## config.mk

```make
export PLATFORM = sky130hd
export DESIGN_NAME = stopwatch_ctrl
export DESIGN_NICKNAME = d
export VERILOG_FILES = /design/src/rtl/stopwatch_pkg.sv /design/src/rtl/btn_edge.sv /design/src/rtl/stopwatch_ctrl.sv
export SDC_FILE = /design/constraint.sdc
export NUM_CORES = 1
export LEC_CHECK = 0
export ABC_CLOCK_PERIOD_IN_PS = 5300
export CORE_UTILIZATION = 47
export DETAILED_ROUTE_END_ITERATION = 6
export GPL_ROUTABILITY_DRIVEN = 0
export GPL_TIMING_DRIVEN = 0
export PLACE_DENSITY = 0.75
export RECOVER_POWER = 100
export SETUP_SLACK_MARGIN = 0.3
export SLEW_MARGIN = 20
export SYNTH_ARGS = -nofsm -noshare
export SYNTH_HDL_FRONTEND = slang
export SYNTH_SLANG_ARGS = --single-unit
```

## constraint.sdc

```tcl
create_clock -name clk -period 5.3 [get_ports clk]
set_input_delay 1.06 -clock clk [delete_from_list [all_inputs] [get_ports clk]]
set_output_delay 1.06 -clock clk [all_outputs]
set_load 0.01 [all_outputs]
```

## src/rtl/stopwatch_pkg.sv

```systemverilog
`default_nettype none
// +----------------------------------------------------------------------------+
// | stopwatch_pkg : state encoding and default sizing for the stopwatch block  |
// | Revision      : 1.0                                                        |
// +----------------------------------------------------------------------------+
package stopwatch_pkg;

    typedef enum logic [1:0] {
        ST_IDLE  = 2'd0,
        ST_RUN   = 2'd1,
        ST_PAUSE = 2'd2,
        ST_LAP   = 2'd3
    } state_t;

    localparam int unsigned DEFAULT_TICK_CYCLES = 100000;
    localparam int          DEFAULT_CNT_W       = 20;

endpackage
`default_nettype wire

```

## src/rtl/btn_edge.sv

```systemverilog
`default_nettype none
// +----------------------------------------------------------------------------+
// | btn_edge : rising-edge detector for one debounced button level             |
// | Revision : 1.0                                                             |
// +----------------------------------------------------------------------------+
module btn_edge (
    input  logic clk,
    input  logic rst,
    input  logic level,
    output logic rise
);

    logic prev;

    // Reset to 1 so a button held through reset release is not seen as a press.
    always_ff @(posedge clk or negedge rst) begin
        if (!rst) begin
            prev <= 1'b1;
        end else begin
            prev <= level;
        end
    end

    assign rise = level & ~prev;

endmodule
`default_nettype wire

```

## src/rtl/stopwatch_ctrl.sv

```systemverilog
`default_nettype none
// +----------------------------------------------------------------------------+
// | stopwatch_ctrl : start/pause/lap/clear sequencer and millisecond prescaler |
// | Optional lap feature enabled by defining STOPWATCH_LAP_EN.                 |
// | Revision       : 1.0                                                       |
// +----------------------------------------------------------------------------+
module stopwatch_ctrl
    import stopwatch_pkg::*;
#(
    parameter int unsigned TICK_CYCLES = DEFAULT_TICK_CYCLES,
    parameter int          CNT_W       = DEFAULT_CNT_W
) (
    input  logic             clk,
    input  logic             rst,
    input  logic             btn_start_stop,
    input  logic             btn_lap,
    input  logic             btn_clear,
    output logic [CNT_W-1:0] time_ns,
    output logic             tick,
    output logic             clear,
    output logic             freeze,
    output logic             running,
    output logic [1:0]       state
);

    localparam logic [CNT_W-1:0] TICK_TOP = CNT_W'(TICK_CYCLES - 1);

    logic             ss_evt;
    logic             lap_evt;
    logic             clr_evt;
    state_t           cur_state;
    logic [CNT_W-1:0] count;
    logic             clear_q;
    logic             freeze_q;

    btn_edge u_edge_ss (
        .clk   (clk),
        .rst   (rst),
        .level (btn_start_stop),
        .rise  (ss_evt)
    );

    btn_edge u_edge_clr (
        .clk   (clk),
        .rst   (rst),
        .level (btn_clear),
        .rise  (clr_evt)
    );

`ifdef STOPWATCH_LAP_EN
    btn_edge u_edge_lap (
        .clk   (clk),
        .rst   (rst),
        .level (btn_lap),
        .rise  (lap_evt)
    );
`else
    logic unused_lap;
    assign unused_lap = btn_lap;
    assign lap_evt    = 1'b0;
`endif

    // The prescaler follows the current state, so the tick-cycle wrap still
    // happens on the edge that enters PAUSE and no tick is repeated on resume.
    always_ff @(posedge clk or negedge rst) begin
        if (!rst) begin
            cur_state <= ST_IDLE;
            count     <= '0;
            clear_q   <= 1'b0;
            freeze_q  <= 1'b0;
        end else begin
            clear_q <= clr_evt;

            if (clr_evt) begin
                count <= '0;
            end else if (cur_state == ST_RUN || cur_state == ST_LAP) begin
                count <= (count == TICK_TOP) ? '0 : count + CNT_W'(1);
            end

            case (cur_state)
                ST_IDLE: begin
                    if (!clr_evt && ss_evt) begin
                        cur_state <= ST_RUN;
                    end
                end
                ST_RUN: begin
                    if (clr_evt) begin
                        cur_state <= ST_IDLE;
                    end else if (ss_evt) begin
                        cur_state <= ST_PAUSE;
                    end else if (lap_evt) begin
                        cur_state <= ST_LAP;
                        freeze_q  <= 1'b1;
                    end
                end
                ST_PAUSE: begin
                    if (clr_evt) begin
                        cur_state <= ST_IDLE;
                    end else if (ss_evt) begin
                        cur_state <= ST_RUN;
                    end
                end
                ST_LAP: begin
                    if (clr_evt) begin
                        cur_state <= ST_IDLE;
                        freeze_q  <= 1'b0;
                    end else if (ss_evt) begin
                        cur_state <= ST_PAUSE;
                        freeze_q  <= 1'b0;
                    end else if (lap_evt) begin
                        cur_state <= ST_RUN;
                        freeze_q  <= 1'b0;
                    end
                end
                default: begin
                    cur_state <= ST_IDLE;
                    freeze_q  <= 1'b0;
                end
            endcase
        end
    end

    assign running = (cur_state == ST_RUN) || (cur_state == ST_LAP);
    assign tick    = running && (count == TICK_TOP);
    assign time_ns = count;
    assign clear   = clear_q;
    assign freeze  = freeze_q;
    assign state   = cur_state;

endmodule
`default_nettype wire

```

==> summary by stage <==
Critical path
Tracing the worst setup path back leads to its startpoint at time_ns[0]. The depth of the most critical reg-to-reg path is 8. The largest fanout on the critical path is 6. In this run the critical register-to-register path is launched from u_edge_clr.prev. STA classifies the critical path startpoint as a flop. The data arrival time of the critical path is roughly 2.2 ns. The critical path in this run is classified as reg2out. STA classifies the critical path endpoint as a primary output. Data on the critical path is required at its endpoint by between 4 and 5 ns.

Final layout
In the final layout, the share of cells above drive strength 1 is 0.07527. The diode insertion count for antenna repair is 0. The flip-flop and latch area is ~630 um^2. The number of nets in the layout is 193. The combined area of the multi-input logic cells is about 700 um^2.

The relative area change from synthesis to final layout is 22.34%. The count of fill cells added during filler insertion is 245.

Clock network
After clock tree synthesis, the clock-pin slew on the worst setup and hold paths is between 0.1 and 0.15 ns. The clock root buffer master is sky130_fd_sc_hd__clkbuf_4. CTS built an H-tree with a depth of 1. The maximum count of clock buffers along a single path is 2. The total CTS buffers is 3.

Clock latency on the worst-skew pair, taken at its later pin, is 0.33 ns. After clock tree synthesis, the repair step resized 0 gates. The number of buffers added for setup after CTS is 0. The total of hold buffers inserted after clock tree synthesis is 0. Counting every sink on the clock net gives 25. The CTS tree is built.

Floorplanning
The initial standard-cell utilization of the core is 0.5031. The vertical die dimension is 56.80 um. In this run the core area contains 19 standard-cell rows. The die is about 57 um wide. The die area is around 3200 um^2. The standard cell core area is 2805 um^2. For this design the top-level I/O count stands at 31.

STA
The pin slew with the least headroom to its limit is ~1.3 ns. The number of failing hold endpoints at the final stage is 0. Derived from the worst setup path, the maximum achievable clock frequency is about 0.31 GHz. The final count of pins violating max slew came to 0. The worst slew margin relative to its limit is 0.1399.

The final clock period utilization by the worst path is 0.6158. Subtracting the final worst setup slack from the clock period gives 3.264 ns. The number of failing setup endpoints in the final timing report is 0. For the final database, setup skew stands at 0.007357 ns. Adding up every negative setup slack in the final design gives 0 ns.

Setup repair after global routing left no endpoint under its margin. Once routing completed, OpenROAD measured the worst setup slack at 2.036 ns.

Logic synthesis
The main combinational cell family by area after synthesis is simple AND/OR/NAND/NOR gates. The number of nets in the synthesized netlist is 160. The portion of the post-synthesis area used by sequential elements is 0.4450. The synthesized-area fraction occupied by xor and xnor cells is 0.01862. The post-synthesis compound-gate area fraction is 0.07713. The netlist uses a little over 40 different library cells.

The commonest cells after synthesis are sky130_fd_sc_hd__nand3_1, sky130_fd_sc_hd__dfrtp_1, sky130_fd_sc_hd__nand2_1, sky130_fd_sc_hd__or3_1. Yosys printed 0 warnings. The netlist area before placement is 1411 um^2. Of the total synthesized cell area, the portion taken by AND, OR, NAND and NOR gates is 0.3830.

The dominant register cell in the synthesized netlist is sky130_fd_sc_hd__dfrtp_1. In this run, synthesis produced a sequential element count of 25. After synthesis, the share of cell area in mux cells is 0.007092.

Each instance of the synthesized netlist takes up on average just over 9 um^2. Yosys attributes the largest share of cell area to sky130_fd_sc_hd__dfrtp_1, sky130_fd_sc_hd__nand3_1, sky130_fd_sc_hd__nand2_1. In the synthesized netlist, the number of instances is 154. The cell type with the highest aggregate area in the netlist is sky130_fd_sc_hd__dfrtp_1. The share of the synthesized area in the top cell type is 0.4078. The number of enable flip-flop cells after synthesis is 0. The async set-reset flop share out of synthesis is 1.000.

The most common cell in the synthesized netlist is sky130_fd_sc_hd__nand3_1. The area share of fa/ha/maj cells after synthesis is 0.008865.

Global route
The overall overflow remaining after global route is 0. The total global routing track utilization is 0.2169. The number of antenna violations at the first check in global routing is 0. The first-pass GRT wire length is 5333 um. Entering global routing, the biggest net connects 26 pins. The number of global-route vias before repair is 1,180.

Detailed routing
The DRC violation count after routing is 2. The first-pass iteration count of the detailed router is 6. The number of vias per cell after detailed routing is 5.728.

The wire length reported by the detailed router is around 3100 um. The final route contains 1,243 vias. The number of routed nets with antenna violations is 0. In this run, the number of DRC markers left after iteration 0 of detailed routing was 60. The wire length per cell after detailed routing is approximately 14 um.

Flow run
The reported max-cap violation count is 0.

Hold path
The class of the worst hold path is reg2reg. Counting instances, the worst hold path has a depth of 1. The start point of the worst hold path is time_ns[16].

Placement
The post-detailed-placement half-perimeter wirelength is 2269 um. OpenSTA, run right after detailed placement, puts the worst setup slack at 2.348 ns. In this run the tool buffered the top-level ports with 28 buffer cells.

Pwr
For this design the static power due to leakage is 0.8201 nW. The maximum ir drop on the vdd rail is 0.2010 mV. The design draws 399.0 uW. The power density of the placed cells is 231.1 nW/um^2.

Outcome
The final reports fail on design-rule violations. The flow ran to the end, but the final reports show violations.
-- flip-flops by register name (all words and copies together) (netlist names) --
name	count
u_edge_clr.prev	1
clear	1
u_edge_ss.prev	1
time_ns	20
state	2
-- critical path, cell delays in order (launching register included) --
cell,delay (ns)
sky130_fd_sc_hd__dfrtp_1,0.45
sky130_fd_sc_hd__ha_1,0.22
sky130_fd_sc_hd__and3_1,0.18
sky130_fd_sc_hd__buf_6,0.12
sky130_fd_sc_hd__nand2_1,0.07
sky130_fd_sc_hd__nor3_1,0.21
sky130_fd_sc_hd__dlygate4sd3_1,0.63
-- logic make-up (layout without fill, tap and decap cells) --
kind of cell,Yosys count,after routing
simple gates,93,93
flops,25,25
compound gates,18,18
buf+inv,12,44
xor+xnor,3,3
fa+ha+maj,1,1
other cells,1,1
mux,1,1
-- cell usage in the layout, fill, tap and decap left out, types with 2 or more instances in the layout --
cell type and instances:
sky130_fd_sc_hd__dfstp_2 2, sky130_fd_sc_hd__o21ai_0 4, sky130_fd_sc_hd__dlygate4sd3_1 26, sky130_fd_sc_hd__inv_1 3
sky130_fd_sc_hd__nand2b_1 2, sky130_fd_sc_hd__and3_1 2, sky130_fd_sc_hd__and4_1 2, sky130_fd_sc_hd__nor2b_1 3
sky130_fd_sc_hd__nand4_1 6, sky130_fd_sc_hd__clkbuf_1 8, sky130_fd_sc_hd__clkbuf_4 3, sky130_fd_sc_hd__nor3_1 5
sky130_fd_sc_hd__nand2_1 23, sky130_fd_sc_hd__nor2_1 6, sky130_fd_sc_hd__or3_1 9, sky130_fd_sc_hd__nor4b_2 2
sky130_fd_sc_hd__a21o_1 2, sky130_fd_sc_hd__dfrtp_1 23, sky130_fd_sc_hd__xor2_1 2, sky130_fd_sc_hd__a21oi_1 6
sky130_fd_sc_hd__nand3_1 24
-- power breakdown --
| part | switching, mW | internal, mW | leakage [nW] |
|---|---|---|---|
| logic | 0.0560 | 0.0387 | 0.465 |
| registers | 0.0131 | 0.203 | 0.338 |
| clock network | 0.0594 | 0.0284 | 0.0177 |
| total | 0.129 | 0.270 | 0.820 |
-- layout make-up --
cell class | instances | area share
Buffer | 9 | 0.02609
Clock buffer | 3 | 0.01304
Clock inverter | 1 | 0.002899
Inverter | 3 | 0.006522
Multi-Input combinational cell | 117 | 0.4065
Sequential cell | 25 | 0.3638
Tap cell | 31 | 0.02246
Timing Repair Buffer | 28 | 0.1587
-- layer usage --
metal,up-vias,wire length [um],global-route usage
met1,582,1423,0.2836
met2,41,1451,0.3588
met4,0,25,0.04530
met3,4,201,0.06221
met5,-,0,0
li1,616,-,-
-- path summary, 6_finish.rpt --
| path | slack (ns) | to |
|---|---|---|
| worst min register to register | 0.56 | time_ns[16] |
| worst min-delay path | 0.56 | time_ns[16] |
| worst max-delay path | 2.04 | tick |
| min in group asynchronous | 0.98 | time_ns[14] |
| worst max register to register | 3.04 | time_ns[13] |
| max in group asynchronous | 3.57 | time_ns[4] |
-- through the flow --
stage / utilization / hold slack [ns] / cells / area, um^2
detailed placement: 0.6151 / 0.5409 / 213 / 1725
CTS: 0.6249 / 0.5600 / 217 / 1753
global placement: 0.6169 / 0.5065 / 213 / 1730
global route: 0.6155 / 0.5894 / 217 / 1727
finish: 0.6155 / 0.5575 / 217 / 1727
floorplan: - / 0.5434 / 154 / 1411
No activity file was read; power rests on OpenSTA's default activity.
